[src/rtl/decode_unit_if.sv]
// ---------------------------------------------------------------------------
// decode_unit_if
//   Signal bundle between the decode stage and its neighbours: the IF/ID
//   word handshake, the flush/stall controls from execute, the register-file
//   read port and the registered ID/EX bundle.
//
//   Handshake: a word transfers on a rising clk edge where
//   if_valid && if_ready. if_valid must not depend on if_ready. While
//   if_valid is high and if_ready is low, the producer holds if_instr stable.
//
//   Modports:
//     slave  - the decode stage (decode_unit)
//     master - the surrounding pipeline / testbench
// ---------------------------------------------------------------------------
interface decode_unit_if #(
    parameter int N = 16
);
    // IF/ID word handshake
    logic [N-1:0] if_instr;
    logic         if_valid;
    logic         if_ready;
    // execute-side controls
    logic         flush;
    logic         ex_stall;
    // register-file read port
    logic         rf_read_enable;
    logic [2:0]   rf_read_addr1;
    logic [2:0]   rf_read_addr2;
    logic [N-1:0] rf_read_data1;
    logic [N-1:0] rf_read_data2;
    // ID/EX bundle
    logic         ex_valid;
    logic [4:0]   ex_opcode;
    logic [2:0]   ex_rdst;
    logic [2:0]   ex_rsrc1;
    logic [2:0]   ex_rsrc2;
    logic [N-1:0] ex_op1;
    logic [N-1:0] ex_op2;
    logic [N-1:0] ex_imm;
    logic         ex_use_imm;
    logic         ex_reg_write;
    logic         ex_mem_read;
    logic         ex_mem_write;
    logic         ex_branch;

    modport slave (
        input  if_instr, if_valid, flush, ex_stall, rf_read_data1, rf_read_data2,
        output if_ready, rf_read_enable, rf_read_addr1, rf_read_addr2,
               ex_valid, ex_opcode, ex_rdst, ex_rsrc1, ex_rsrc2,
               ex_op1, ex_op2, ex_imm,
               ex_use_imm, ex_reg_write, ex_mem_read, ex_mem_write, ex_branch
    );

    modport master (
        output if_instr, if_valid, flush, ex_stall, rf_read_data1, rf_read_data2,
        input  if_ready, rf_read_enable, rf_read_addr1, rf_read_addr2,
               ex_valid, ex_opcode, ex_rdst, ex_rsrc1, ex_rsrc2,
               ex_op1, ex_op2, ex_imm,
               ex_use_imm, ex_reg_write, ex_mem_read, ex_mem_write, ex_branch
    );
endinterface

[src/rtl/decode_unit.sv]
// ---------------------------------------------------------------------------
// decode_unit
//   Instruction decode stage of the 16-bit RISC pipeline. Decodes words from
//   IF/ID, drives the register-file read port, assembles two-word immediate
//   instructions, inserts a load-use bubble and loads the ID/EX bundle.
//
//   Ports:
//     clk      - pipeline clock, all state on the rising edge
//     rst      - asynchronous active-high reset
//     dif      - decode_unit_if.slave (IF/ID handshake, flush/stall,
//                register-file read port, ID/EX bundle)
//     state_o  - FSM state for observation (0 = DECODE, 1 = IMM_WAIT)
// ---------------------------------------------------------------------------
module decode_unit #(
    parameter int N = 16
) (
    input  logic         clk,
    input  logic         rst,
    decode_unit_if.slave dif,
    output logic         state_o
);

    typedef enum logic {
        DECODE   = 1'b0,
        IMM_WAIT = 1'b1
    } state_t;

    typedef struct packed {
        logic         valid;
        logic [4:0]   opcode;
        logic [2:0]   rdst;
        logic [2:0]   rsrc1;
        logic [2:0]   rsrc2;
        logic [N-1:0] op1;
        logic [N-1:0] op2;
        logic [N-1:0] imm;
        logic         use_imm;
        logic         reg_write;
        logic         mem_read;
        logic         mem_write;
        logic         branch;
    } ex_t;

    typedef struct packed {
        logic uses1;
        logic uses2;
        logic reg_write;
        logic mem_read;
        logic mem_write;
        logic branch;
    } ctl_t;

    // Bits [1:0] of an instruction carry nothing, so only [15:2] are decoded
    // and held.
    function automatic ctl_t decode_ctl(input logic [15:2] w);
        ctl_t c;
        c = '0;
        case (w[15:14])
            2'b00: begin
                // opcode 00000 is NOP: issues, but reads and writes nothing
                if (w[15:11] != 5'b00000) begin
                    c.uses1     = 1'b1;
                    c.reg_write = 1'b1;
                end
            end
            2'b01: begin
                c.uses1     = 1'b1;
                c.uses2     = 1'b1;
                c.reg_write = 1'b1;
            end
            2'b10: begin
                case (w[12:11])
                    2'b00: begin
                        c.uses1     = 1'b1;
                        c.reg_write = 1'b1;
                        c.mem_read  = 1'b1;
                    end
                    2'b01: begin
                        c.uses1     = 1'b1;
                        c.uses2     = 1'b1;
                        c.mem_write = 1'b1;
                    end
                    default: c = '0;
                endcase
            end
            default: begin
                c.uses1  = 1'b1;
                c.branch = 1'b1;
            end
        endcase
        return c;
    endfunction

    state_t       state_q, state_d;
    logic [15:2]  hold_q, hold_d;
    ex_t          ex_q, ex_d;

    logic [15:2]  cur_w;
    ctl_t         cur_c;
    logic         word_present;
    logic         hazard;
    logic         accept;
    logic         issue;

    // The instruction being decoded: the live word in DECODE, the held first
    // word in IMM_WAIT (while if_instr carries its immediate).
    assign cur_w        = (state_q == IMM_WAIT) ? hold_q : dif.if_instr[15:2];
    assign cur_c        = decode_ctl(cur_w);
    assign word_present = (state_q == IMM_WAIT) | dif.if_valid;

    assign dif.rf_read_addr1  = cur_w[7:5];
    assign dif.rf_read_addr2  = cur_w[4:2];
    assign dif.rf_read_enable = word_present & (cur_c.uses1 | cur_c.uses2);

    // Load in ID/EX whose destination is a source of the live word.
    assign hazard = (state_q == DECODE) & dif.if_valid & ex_q.valid & ex_q.mem_read &
                    ((cur_c.uses1 & (cur_w[7:5] == ex_q.rdst)) |
                     (cur_c.uses2 & (cur_w[4:2] == ex_q.rdst)));

    assign dif.if_ready = ~dif.ex_stall & ~hazard & ~dif.flush;
    assign accept       = dif.if_valid & dif.if_ready;

    always_comb begin
        state_d = state_q;
        hold_d  = hold_q;
        ex_d    = ex_q;
        issue   = 1'b0;

        // Unless the stage is held by a stall, the bundle defaults to a bubble.
        if (dif.flush | ~dif.ex_stall) begin
            ex_d.valid     = 1'b0;
            ex_d.use_imm   = 1'b0;
            ex_d.reg_write = 1'b0;
            ex_d.mem_read  = 1'b0;
            ex_d.mem_write = 1'b0;
            ex_d.branch    = 1'b0;
        end

        if (dif.flush) begin
            state_d = DECODE;
            hold_d  = '0;
        end else if (!dif.ex_stall) begin
            case (state_q)
                DECODE: begin
                    if (accept) begin
                        if (dif.if_instr[13]) begin
                            hold_d  = dif.if_instr[15:2];
                            state_d = IMM_WAIT;
                        end else begin
                            issue = 1'b1;
                        end
                    end
                end
                IMM_WAIT: begin
                    if (accept) begin
                        issue   = 1'b1;
                        state_d = DECODE;
                    end
                end
            endcase
        end

        if (issue) begin
            ex_d.valid     = 1'b1;
            ex_d.opcode    = cur_w[15:11];
            ex_d.rdst      = cur_w[10:8];
            ex_d.rsrc1     = cur_w[7:5];
            ex_d.rsrc2     = cur_w[4:2];
            // The register file settled these on the preceding falling edge.
            ex_d.op1       = cur_c.uses1 ? dif.rf_read_data1 : '0;
            ex_d.op2       = cur_c.uses2 ? dif.rf_read_data2 : '0;
            ex_d.use_imm   = (state_q == IMM_WAIT);
            ex_d.imm       = (state_q == IMM_WAIT) ? dif.if_instr : '0;
            ex_d.reg_write = cur_c.reg_write;
            ex_d.mem_read  = cur_c.mem_read;
            ex_d.mem_write = cur_c.mem_write;
            ex_d.branch    = cur_c.branch;
        end
    end

    always_ff @(posedge clk or posedge rst) begin
        if (rst) begin
            state_q <= DECODE;
            hold_q  <= '0;
            ex_q    <= '0;
        end else begin
            state_q <= state_d;
            hold_q  <= hold_d;
            ex_q    <= ex_d;
        end
    end

    assign state_o          = (state_q == IMM_WAIT);
    assign dif.ex_valid     = ex_q.valid;
    assign dif.ex_opcode    = ex_q.opcode;
    assign dif.ex_rdst      = ex_q.rdst;
    assign dif.ex_rsrc1     = ex_q.rsrc1;
    assign dif.ex_rsrc2     = ex_q.rsrc2;
    assign dif.ex_op1       = ex_q.op1;
    assign dif.ex_op2       = ex_q.op2;
    assign dif.ex_imm       = ex_q.imm;
    assign dif.ex_use_imm   = ex_q.use_imm;
    assign dif.ex_reg_write = ex_q.reg_write;
    assign dif.ex_mem_read  = ex_q.mem_read;
    assign dif.ex_mem_write = ex_q.mem_write;
    assign dif.ex_branch    = ex_q.branch;

endmodule

[src/flat_wrapper.sv]
// flat-port wrapper written by rule: the top's interface ports become plain ports
module decode_unit_flat 
#(
    parameter int N = 16
)
  (clk, rst, state_o, dif_if_instr, dif_if_valid, dif_flush, dif_ex_stall, dif_rf_read_data1, dif_rf_read_data2, dif_if_ready, dif_rf_read_enable, dif_rf_read_addr1, dif_rf_read_addr2, dif_ex_valid, dif_ex_opcode, dif_ex_rdst, dif_ex_rsrc1, dif_ex_rsrc2, dif_ex_op1, dif_ex_op2, dif_ex_imm, dif_ex_use_imm, dif_ex_reg_write, dif_ex_mem_read, dif_ex_mem_write, dif_ex_branch);
  decode_unit_if #(.N(N)) dif_i ();
  input  logic clk;
  input  logic rst;
  output logic state_o;
  input wire logic [$bits(dif_i.if_instr)-1:0] dif_if_instr;
  input wire logic [$bits(dif_i.if_valid)-1:0] dif_if_valid;
  input wire logic [$bits(dif_i.flush)-1:0] dif_flush;
  input wire logic [$bits(dif_i.ex_stall)-1:0] dif_ex_stall;
  input wire logic [$bits(dif_i.rf_read_data1)-1:0] dif_rf_read_data1;
  input wire logic [$bits(dif_i.rf_read_data2)-1:0] dif_rf_read_data2;
  output wire logic [$bits(dif_i.if_ready)-1:0] dif_if_ready;
  output wire logic [$bits(dif_i.rf_read_enable)-1:0] dif_rf_read_enable;
  output wire logic [$bits(dif_i.rf_read_addr1)-1:0] dif_rf_read_addr1;
  output wire logic [$bits(dif_i.rf_read_addr2)-1:0] dif_rf_read_addr2;
  output wire logic [$bits(dif_i.ex_valid)-1:0] dif_ex_valid;
  output wire logic [$bits(dif_i.ex_opcode)-1:0] dif_ex_opcode;
  output wire logic [$bits(dif_i.ex_rdst)-1:0] dif_ex_rdst;
  output wire logic [$bits(dif_i.ex_rsrc1)-1:0] dif_ex_rsrc1;
  output wire logic [$bits(dif_i.ex_rsrc2)-1:0] dif_ex_rsrc2;
  output wire logic [$bits(dif_i.ex_op1)-1:0] dif_ex_op1;
  output wire logic [$bits(dif_i.ex_op2)-1:0] dif_ex_op2;
  output wire logic [$bits(dif_i.ex_imm)-1:0] dif_ex_imm;
  output wire logic [$bits(dif_i.ex_use_imm)-1:0] dif_ex_use_imm;
  output wire logic [$bits(dif_i.ex_reg_write)-1:0] dif_ex_reg_write;
  output wire logic [$bits(dif_i.ex_mem_read)-1:0] dif_ex_mem_read;
  output wire logic [$bits(dif_i.ex_mem_write)-1:0] dif_ex_mem_write;
  output wire logic [$bits(dif_i.ex_branch)-1:0] dif_ex_branch;
  assign dif_i.if_instr = dif_if_instr;
  assign dif_i.if_valid = dif_if_valid;
  assign dif_i.flush = dif_flush;
  assign dif_i.ex_stall = dif_ex_stall;
  assign dif_i.rf_read_data1 = dif_rf_read_data1;
  assign dif_i.rf_read_data2 = dif_rf_read_data2;
  assign dif_if_ready = dif_i.if_ready;
  assign dif_rf_read_enable = dif_i.rf_read_enable;
  assign dif_rf_read_addr1 = dif_i.rf_read_addr1;
  assign dif_rf_read_addr2 = dif_i.rf_read_addr2;
  assign dif_ex_valid = dif_i.ex_valid;
  assign dif_ex_opcode = dif_i.ex_opcode;
  assign dif_ex_rdst = dif_i.ex_rdst;
  assign dif_ex_rsrc1 = dif_i.ex_rsrc1;
  assign dif_ex_rsrc2 = dif_i.ex_rsrc2;
  assign dif_ex_op1 = dif_i.ex_op1;
  assign dif_ex_op2 = dif_i.ex_op2;
  assign dif_ex_imm = dif_i.ex_imm;
  assign dif_ex_use_imm = dif_i.ex_use_imm;
  assign dif_ex_reg_write = dif_i.ex_reg_write;
  assign dif_ex_mem_read = dif_i.ex_mem_read;
  assign dif_ex_mem_write = dif_i.ex_mem_write;
  assign dif_ex_branch = dif_i.ex_branch;
  decode_unit #(.N(N)) u_core (.clk(clk), .rst(rst), .dif(dif_i), .state_o(state_o));
endmodule
[config.mk]
export PLATFORM = sky130hd
export DESIGN_NAME = decode_unit_flat
export DESIGN_NICKNAME = d
export VERILOG_FILES = /design/src/rtl/decode_unit_if.sv /design/src/rtl/decode_unit.sv /design/src/flat_wrapper.sv
export SDC_FILE = /design/constraint.sdc
export NUM_CORES = 1
export LEC_CHECK = 0
export BUFFER_PORTS_ARGS = -buffer_cell sky130_fd_sc_hd__buf_2
export CAP_MARGIN = 5
export CELL_PAD_IN_SITES_DETAIL_PLACEMENT = 1
export CELL_PAD_IN_SITES_GLOBAL_PLACEMENT = 1
export CORE_ASPECT_RATIO = 1.25
export CORE_MARGIN = 2
export CORE_UTILIZATION = 35
export DETAILED_ROUTE_END_ITERATION = 8
export PLACE_DENSITY = 0.72
export SYNTH_ARGS = -nofsm -noshare
export SYNTH_HDL_FRONTEND = slang
export SYNTH_SLANG_ARGS = --single-unit
[constraint.sdc]
create_clock -name clk -period 3.4 [get_ports clk]
set_input_delay 0.34 -clock clk [delete_from_list [all_inputs] [get_ports clk]]
set_output_delay 0.34 -clock clk [all_outputs]
set_load 0.01 [all_outputs]
==> results.md, run 1 <==
| Metric | This run | Unit |
| --- | --- | --- |
| Fraction of synthesized cell area taken by the top area cell type | 51.3 | % |
| Row Count | 43 | - |
| Core Util, Final | 45.6 | % |
| Overall via count from detail_route | 3208 | - |
| Global-route wire length before repair | 18.2 | mm |
| Maximum Capacitance Violations | 0 | - |
| Total Die Area | 0.0124 | mm2 |
| Vertical die dimension | 124 | um |
| Via count of the first global-routing pass | 3418 | - |
| Starting DRT DRC Count | 154 | - |
| Slew at the pin with the worst max-slew slack | 0.980 | ns |
| Placeable core region | 0.0112 | mm2 |
| Multi-input gate area in the final layout | 0.00162 | mm2 |
| DRC violation count after routing | 0 | - |
| Wire per inst | 18.5 | um |
| Total power density per cell area | 564 | mW/mm2 |
| Dominant combinational cell family by area after synthesis | multiplexers | - |
| Setup Viol. Count Final | 0 | - |
| Pin count of the biggest net entering global routing | 56 | - |
| Number of nets produced by synthesis | 412 | - |
| Clock Sinks | 83 | - |
| Class of the most critical setup path | reg2out | - |
| Share of post-route cells with drive strength above 1 | 39.2 | % |
| Hpwl dp | 8.08 | mm |
| Initial Util | 36.2 | % |
| Async SR Flop Fraction | 100 | % |
| Post-CTS setup repair buffer count | 0 | - |
| Count of buffering cells on the critical path with inverters included | 2 | - |
| Top fanout value on the critical path | 18 | - |
| Post-synthesis instance total | 355 | - |
| Area after detailed placement | 0.00476 | mm2 |
| Setup TNS | 0 | ns |
| # fillers | 1278 | - |
| CTS Buf Count | 9 | - |
| R2r setup slk | 0.36 | ns |
| Share of the synthesized area in compound gates (AO/OA/AOI/OAI) | 10.3 | % |
| Kind of launch point of the worst setup path | flop | - |
| CTS tree | done | - |
| Required time of the worst setup path | 3.06 | ns |
| Number of antenna violations at the first check in global routing | 0 | - |
| Synthesized-area fraction occupied by adder cells | 1.24 | % |
| Clock transition at path regs | 0.06 | ns |
| Worst VDD drop | 0.243 | mV |
| Port buffer count | 129 | - |
| Critical Path Stages | 9 | - |
| Tightest slew margin relative to the limit | 34.6 | % |
| Count of H-tree levels built during CTS | 3 | - |
| Run status | completed | - |
| Biggest cell delay along the critical path | 0.43 | ns |
| # nets final | 534 | - |
| Final Max Slew Viols | 0 | - |
| Post-synthesis register bit count | 83 | - |
| Overflow left after global routing | 0 | - |
| Synth top area cells | dfrtp_1 51%, mux2i_1 7.9%, mux2_2 4.2% | - |
| Predominant post-synthesis flop cell | dfrtp_1 | - |
| Simple logic cell fraction of the synthesized area | 10.8 | % |
| Finished Cell Area | 0.00510 | mm2 |
| Avg Vias per Cell | 5.22 | - |
| Critical-path top delay cell | dfrtp_1 | - |
| Total wirelength of the detailed-routed design | 11.4 | mm |
| Global-route usage over all layers | 18.7 | % |
| Number of warnings printed during yosys synthesis | 0 | - |
| Clock insertion delay at the later pin of the skew report | 0.34 | ns |
| Antenna-violating nets left | 0 | - |
| Unrepaired setup endpoints after global routing | false | - |
| Post-synthesis area per instance | 11.4 | um2 |
| Clock tree buffer depth | 2 | - |
| Critical Path End Type | output port | - |
| Count of distinct cell types in the synthesized netlist | 48 | - |
| Post-layout min period | 3.06 | ns |
| Worst endpoint data arrival time | 2.72 | ns |
| Parity-gate share of the synthesized area counting xor and xnor cells | 1.30 | % |
| Most common library cells after synthesis | 83 x dfrtp_1, 38 x inv_1, 37 x nand2_1, 32 x mux2i_1, 17 x a22o_1 | - |
| Largest clock skew in the final design | 0.00721 | ns |
| Worst hold-check path type | in2async | - |
| Post-CTS Hold Buffers | 0 | - |
| Kind of cell with the highest combined delay on the critical path | simple AND/OR/NAND/NOR gates | - |
| Count leader, synth | dfrtp_1 | - |
| DRT Pass-1 Iters | 4 | - |
| R2r worst-path depth | 10 | - |
| Netlist Area Pre-Place | 0.00405 | mm2 |
| Number of diodes | 0 | - |
| EDFF count, synth | 0 | - |
| Area delta synth->final | 26.1 | % |
| Final hold violations | 0 | - |
| I/O Pins | 130 | - |
| Cell accounting for the most synthesized area | dfrtp_1 | - |
| Post-CTS sizing | 0 | - |
| Static power due to leakage | 2.83 | nW |
| Critical path, cell by cell | mux2_2, ha_1, nand4bb_1, nand2_1, o21a_1, buf_4, nor4b_2, nor3_1, buf_2 | - |
| Root Buffer Master | clkbuf_16 | - |
| Floorplan die width | 100 | um |
| Proportion of synthesized area in mux cells | 16.1 | % |
| Share of the clock period used by the worst path | 90.0 | % |
| Sequential area share after synthesis | 51.3 | % |
| Top achievable clock speed | 327 | MHz |
| Flip-flop and latch area | 0.00208 | mm2 |
| Final RePlAce weighted congestion | 0.828 | - |
## cell families (layout without fill, tap and decap cells)
logic type / count (synthesis) / count (layout)
buffers and inverters: 69 / 193
flip-flops: 83 / 83
XOR/XNOR: 6 / 6
adder cells (fa/ha/maj): 4 / 4
AND/OR/NAND/NOR: 79 / 80
AO/OA/AOI/OAI: 56 / 56
multiplexers: 58 / 58
## stage by stage
| step | power (mW) | std cells | setup WS, ns | hold slack (ns) |
|---|---|---|---|---|
| 2_1_floorplan | 1.55 | 355 | 0.0736 | 0.473 |
| 4_1_cts | 2.91 | 614 | 0.173 | 0.220 |
| 5_1_grt | 3.02 | 615 | 0.104 | 0.220 |
| 3_5_place_dp | 1.81 | 600 | 0.183 | 0.461 |
| 3_3_place_gp | 1.79 | 600 | 0.331 | 0.466 |
| 6_report | 2.88 | 615 | 0.340 | 0.191 |
## worst register-to-register path: stages (launching register included)
cell and delay (ns):
dfrtp_1 0.43, mux2_2 0.41, inv_1 0.09, ha_1 0.26, nand4b_1 0.13, nand2_1 0.11, o21a_1 0.14, or4b_4 0.62
nand3_4 0.33, buf_12 0.23, mux2i_1 0.22
## area by class of cell
cell class	count	share of cell area [%]
Inverter	38	2.82
Sequential cell	83	40.7
Clock inverter	5	2.03
Clock buffer	9	4.41
Tap cell	135	3.31
Multi-Input combinational cell	204	31.8
Timing Repair Buffer	141	14.9
## sequential cells by signal, indices dropped and copies added (netlist names), 3 cells and up
name,cells
u_core.dif.ex_rsrc2,3
u_core.dif.ex_op1,16
u_core.hold_q,14
u_core.dif.ex_op2,16
u_core.dif.ex_rsrc1,3
u_core.dif.ex_imm,16
u_core.dif.ex_rdst,3
u_core.dif.ex_opcode,5
## final timing paths
| check | start | end |
|---|---|---|
| setup / recovery | u_core.state_o | dif_if_ready |
| hold / removal | rst | u_core.dif.ex_op2[15] |
| setup reg to reg | u_core.state_o | u_core.dif.ex_op2[5] |
| hold reg to reg | u_core.dif.ex_use_imm | u_core.dif.ex_use_imm |
| max in group asynchronous | rst | u_core.dif.ex_rsrc1[1] |
| min in group clk | dif_if_instr[0] | u_core.dif.ex_imm[0] |
## per-layer routing
layer	share of wire, %	wire [um]	GRT usage, %	vias to the layer above
li1	-	-	-	1477
met1	42	4820	23.4	1642
met2	53	5990	32.3	80
met3	3.7	425	3.93	9
met4	1.1	127	5.32	0
met5	0	0	0	-
## cells in the final DEF (no fill, tap or decap), types with 2 or more instances in the layout
| cell type | instances |
|---|---|
| o22a_1 | 2 |
| clkbuf_16 | 9 |
| xnor2_1 | 3 |
| bufinv_16 | 3 |
| mux2_4 | 10 |
| mux2_2 | 15 |
| mux2i_1 | 32 |
| nand2_1 | 37 |
| nand3_1 | 2 |
| clkinv_2 | 2 |
| a22o_1 | 17 |
| inv_1 | 37 |
| dfrtp_1 | 83 |
| a32o_1 | 2 |
| xor2_1 | 3 |
| o31ai_1 | 13 |
| buf_2 | 129 |
| ha_1 | 4 |
| nand3_2 | 2 |
| nand2b_1 | 2 |
| buf_12 | 2 |
| a21oi_1 | 15 |
| and3_1 | 3 |
| buf_4 | 10 |
| nor3_1 | 5 |
| nand4_1 | 13 |
| nand4b_1 | 2 |
## report_power, final
part           switching, mW  internal [mW]  leakage, nW
clock network          0.387          0.709        0.161
logic                  0.300          0.265         1.59
registers             0.0889           1.13         1.08
total                  0.776           2.10         2.83
Note: power is estimated with default switching activity, not from simulation.
==> run 2, diff against run 1 <==
==> constraint.sdc (replaced) <==
create_clock -name clk -period 2.63 [get_ports clk]
set_input_delay 0.263 -clock clk [delete_from_list [all_inputs] [get_ports clk]]
set_output_delay 0.263 -clock clk [all_outputs]
set_load 0.01 [all_outputs]
==> run 2 against run 1 <==
Effect of this change:
- the flow now finishes with violations (negative setup slack)
- sequential cell count unchanged
- register-to-register slack got worse by 0.38 ns
- final cell count increased by 4.1%
- clock skew about the same
- total power increased by 33%
- via count increased by 3.8%
- worst setup slack got worse by 0.36 ns
- count of clock-buffer cells in the layout increased by 3
- die area unchanged
- sequential power increased by 30%
- critical path type is now reg2reg
- largest power group unchanged
==> results.md, run 2 (synthesized netlist as in run 1, its figures left out) <==
| Metric | This run | Unit |
| --- | --- | --- |
| Pin count of the biggest net entering global routing | 54 | - |
| Worst VDD drop | 0.307 | mV |
| Finished Cell Area | 0.00551 | mm2 |
| Total Die Area | 0.0124 | mm2 |
| Area delta synth->final | 36.1 | % |
| Class of the most critical setup path | reg2reg | - |
| Via count of the first global-routing pass | 3547 | - |
| Antenna-violating nets left | 0 | - |
| Worst endpoint data arrival time | 2.91 | ns |
| Placed Cells incl. Taps | 616 | - |
| Run status | finished with violations | - |
| Final hold violations | 0 | - |
| R2r worst-path depth | 11 | - |
| Clock transition at path regs | 0.06 | ns |
| Violations in the final reports | negative setup slack | - |
| Post-CTS Hold Buffers | 0 | - |
| Commonest cells after routing, fill and taps aside | 129 x buf_2, 82 x dfrtp_1, 37 x nand2_1, 36 x inv_1, 31 x mux2i_1 | - |
| DRC violation count after routing | 0 | - |
| Number of antenna violations at the first check in global routing | 0 | - |
| Total power density per cell area | 694 | mW/mm2 |
| Initial Util | 36.2 | % |
| Critical path launch point | u_core.state_o | - |
| Post-layout min period | 2.65 | ns |
| Required time of the worst setup path | 2.89 | ns |
| Wire per inst | 18.6 | um |
| Overall via count from detail_route | 3330 | - |
| Final RePlAce weighted congestion | 0.825 | - |
| Area after detailed placement | 0.00499 | mm2 |
| Reg2Reg Launch Point | u_core.state_o | - |
| R2r setup slk | -0.02 | ns |
| Overflow left after global routing | 0 | - |
| Top achievable clock speed | 377 | MHz |
| Setup TNS | -0.177 | ns |
| DRT Pass-1 Iters | 5 | - |
| CTS tree | done | - |
| Placeable core region | 0.0112 | mm2 |
| Share of post-route cells with drive strength above 1 | 44.4 | % |
| Total design power | 3.82 | mW |
| Worst hold-check path type | in2async | - |
| Kind of launch point of the worst setup path | flop | - |
| Clock Sinks | 83 | - |
| I/O Pins | 130 | - |
| Root Buffer Master | clkbuf_16 | - |
| Hpwl dp | 8.42 | mm |
| CTS Buf Count | 9 | - |
| Setup Viol. Count Final | 19 | - |
| Core Util, Final | 49.2 | % |
| Number of standard cells in the layout, taps in and fillers out | 640 | - |
| Port buffer count | 129 | - |
| Post-route worst hold slack | 0.105 | ns |
| Row Count | 43 | - |
| Avg Vias per Cell | 5.20 | - |
| End of the worst register-to-register path | u_core.dif.ex_op2[3] | - |
| Final Max Slew Viols | 0 | - |
| Global-route wire length before repair | 18.9 | mm |
| Final WS setup | -0.0229 | ns |
| Maximum Capacitance Violations | 0 | - |
| # nets final | 557 | - |
| Largest clock skew in the final design | 0.00692 | ns |
| Top fanout value on the critical path | 11 | - |
| Most common cell after layout, fill and taps aside | buf_2 | - |
| Global-route usage over all layers | 19.2 | % |
| Worst slack, placed | 0.0516 | ns |
| Slew at the pin with the worst max-slew slack | 0.928 | ns |
| Starting DRT DRC Count | 124 | - |
| Floorplan die width | 100 | um |
| Vertical die dimension | 124 | um |
| Unrepaired setup endpoints after global routing | true | - |
| Clock tree buffer depth | 2 | - |
| Count of H-tree levels built during CTS | 3 | - |
| Total wirelength of the detailed-routed design | 11.9 | mm |
| Static power due to leakage | 3.02 | nW |
| Share of the clock period used by the worst path | 101 | % |
| Clock insertion delay at the later pin of the skew report | 0.34 | ns |
| Critical Path End Type | flop | - |
| Tightest slew margin relative to the limit | 38.0 | % |
| Number of diodes | 0 | - |
run 2: routing by layer:
layer | vias up | share of wire [%] | track usage, %
met5 | - | 0 | 0
met4 | 0 | 2.0 | 7.25
met3 | 16 | 5.0 | 3.54
met2 | 104 | 52 | 33.1
met1 | 1687 | 41 | 23.6
li1 | 1523 | - | -
run 2: critical path: stages (launching register included):
cell	delay, ns
dfrtp_2	0.45
mux2_4	0.34
inv_4	0.07
ha_4	0.13
nand4b_1	0.11
nand2_1	0.12
o21a_1	0.18
or4b_4	0.50
nand3_4	0.18
buf_12	0.15
buf_12	0.14
mux2i_2	0.20
run 2: worst max path at each step:
stage | endpoint | slack (ns) | cells after the start
finish | u_core.dif.ex_op2[3] | -0.02 | 11
global placement | u_core.dif.ex_rsrc2[2] | 0.09 | 8
CTS | dif_rf_read_enable | 0.01 | 8
global route | u_core.dif.ex_op1[8] | -0.09 | 11
floorplan | u_core.dif.ex_opcode[1] | -0.41 | 15
detailed placement | u_core.dif.ex_rsrc1[2] | 0.05 | 8
run 2: layout make-up:
type,count,area [um2]
Clock buffer,12,246
Tap cell,135,169
Clock inverter,4,97.6
Multi-Input combinational cell,203,1720
Inverter,38,146
Sequential cell,83,2080
Fill cell,1258,5680
Timing Repair Buffer,165,1050
run 2: timing repair:
item / CTS / global route
endpoints found under the setup margin: 2 / 63
pin swaps: 1 / 4
buffers inserted: 5 / 4
hold endpoints to repair: 0 / 0
gates resized for setup: 6 / 19
run 2: power by group:
part	leakage (nW)	switching, mW	internal (mW)
sequential	1.08	0.115	1.46
combinational	1.78	0.408	0.385
clock	0.163	0.505	0.955
total	3.02	1.03	2.79
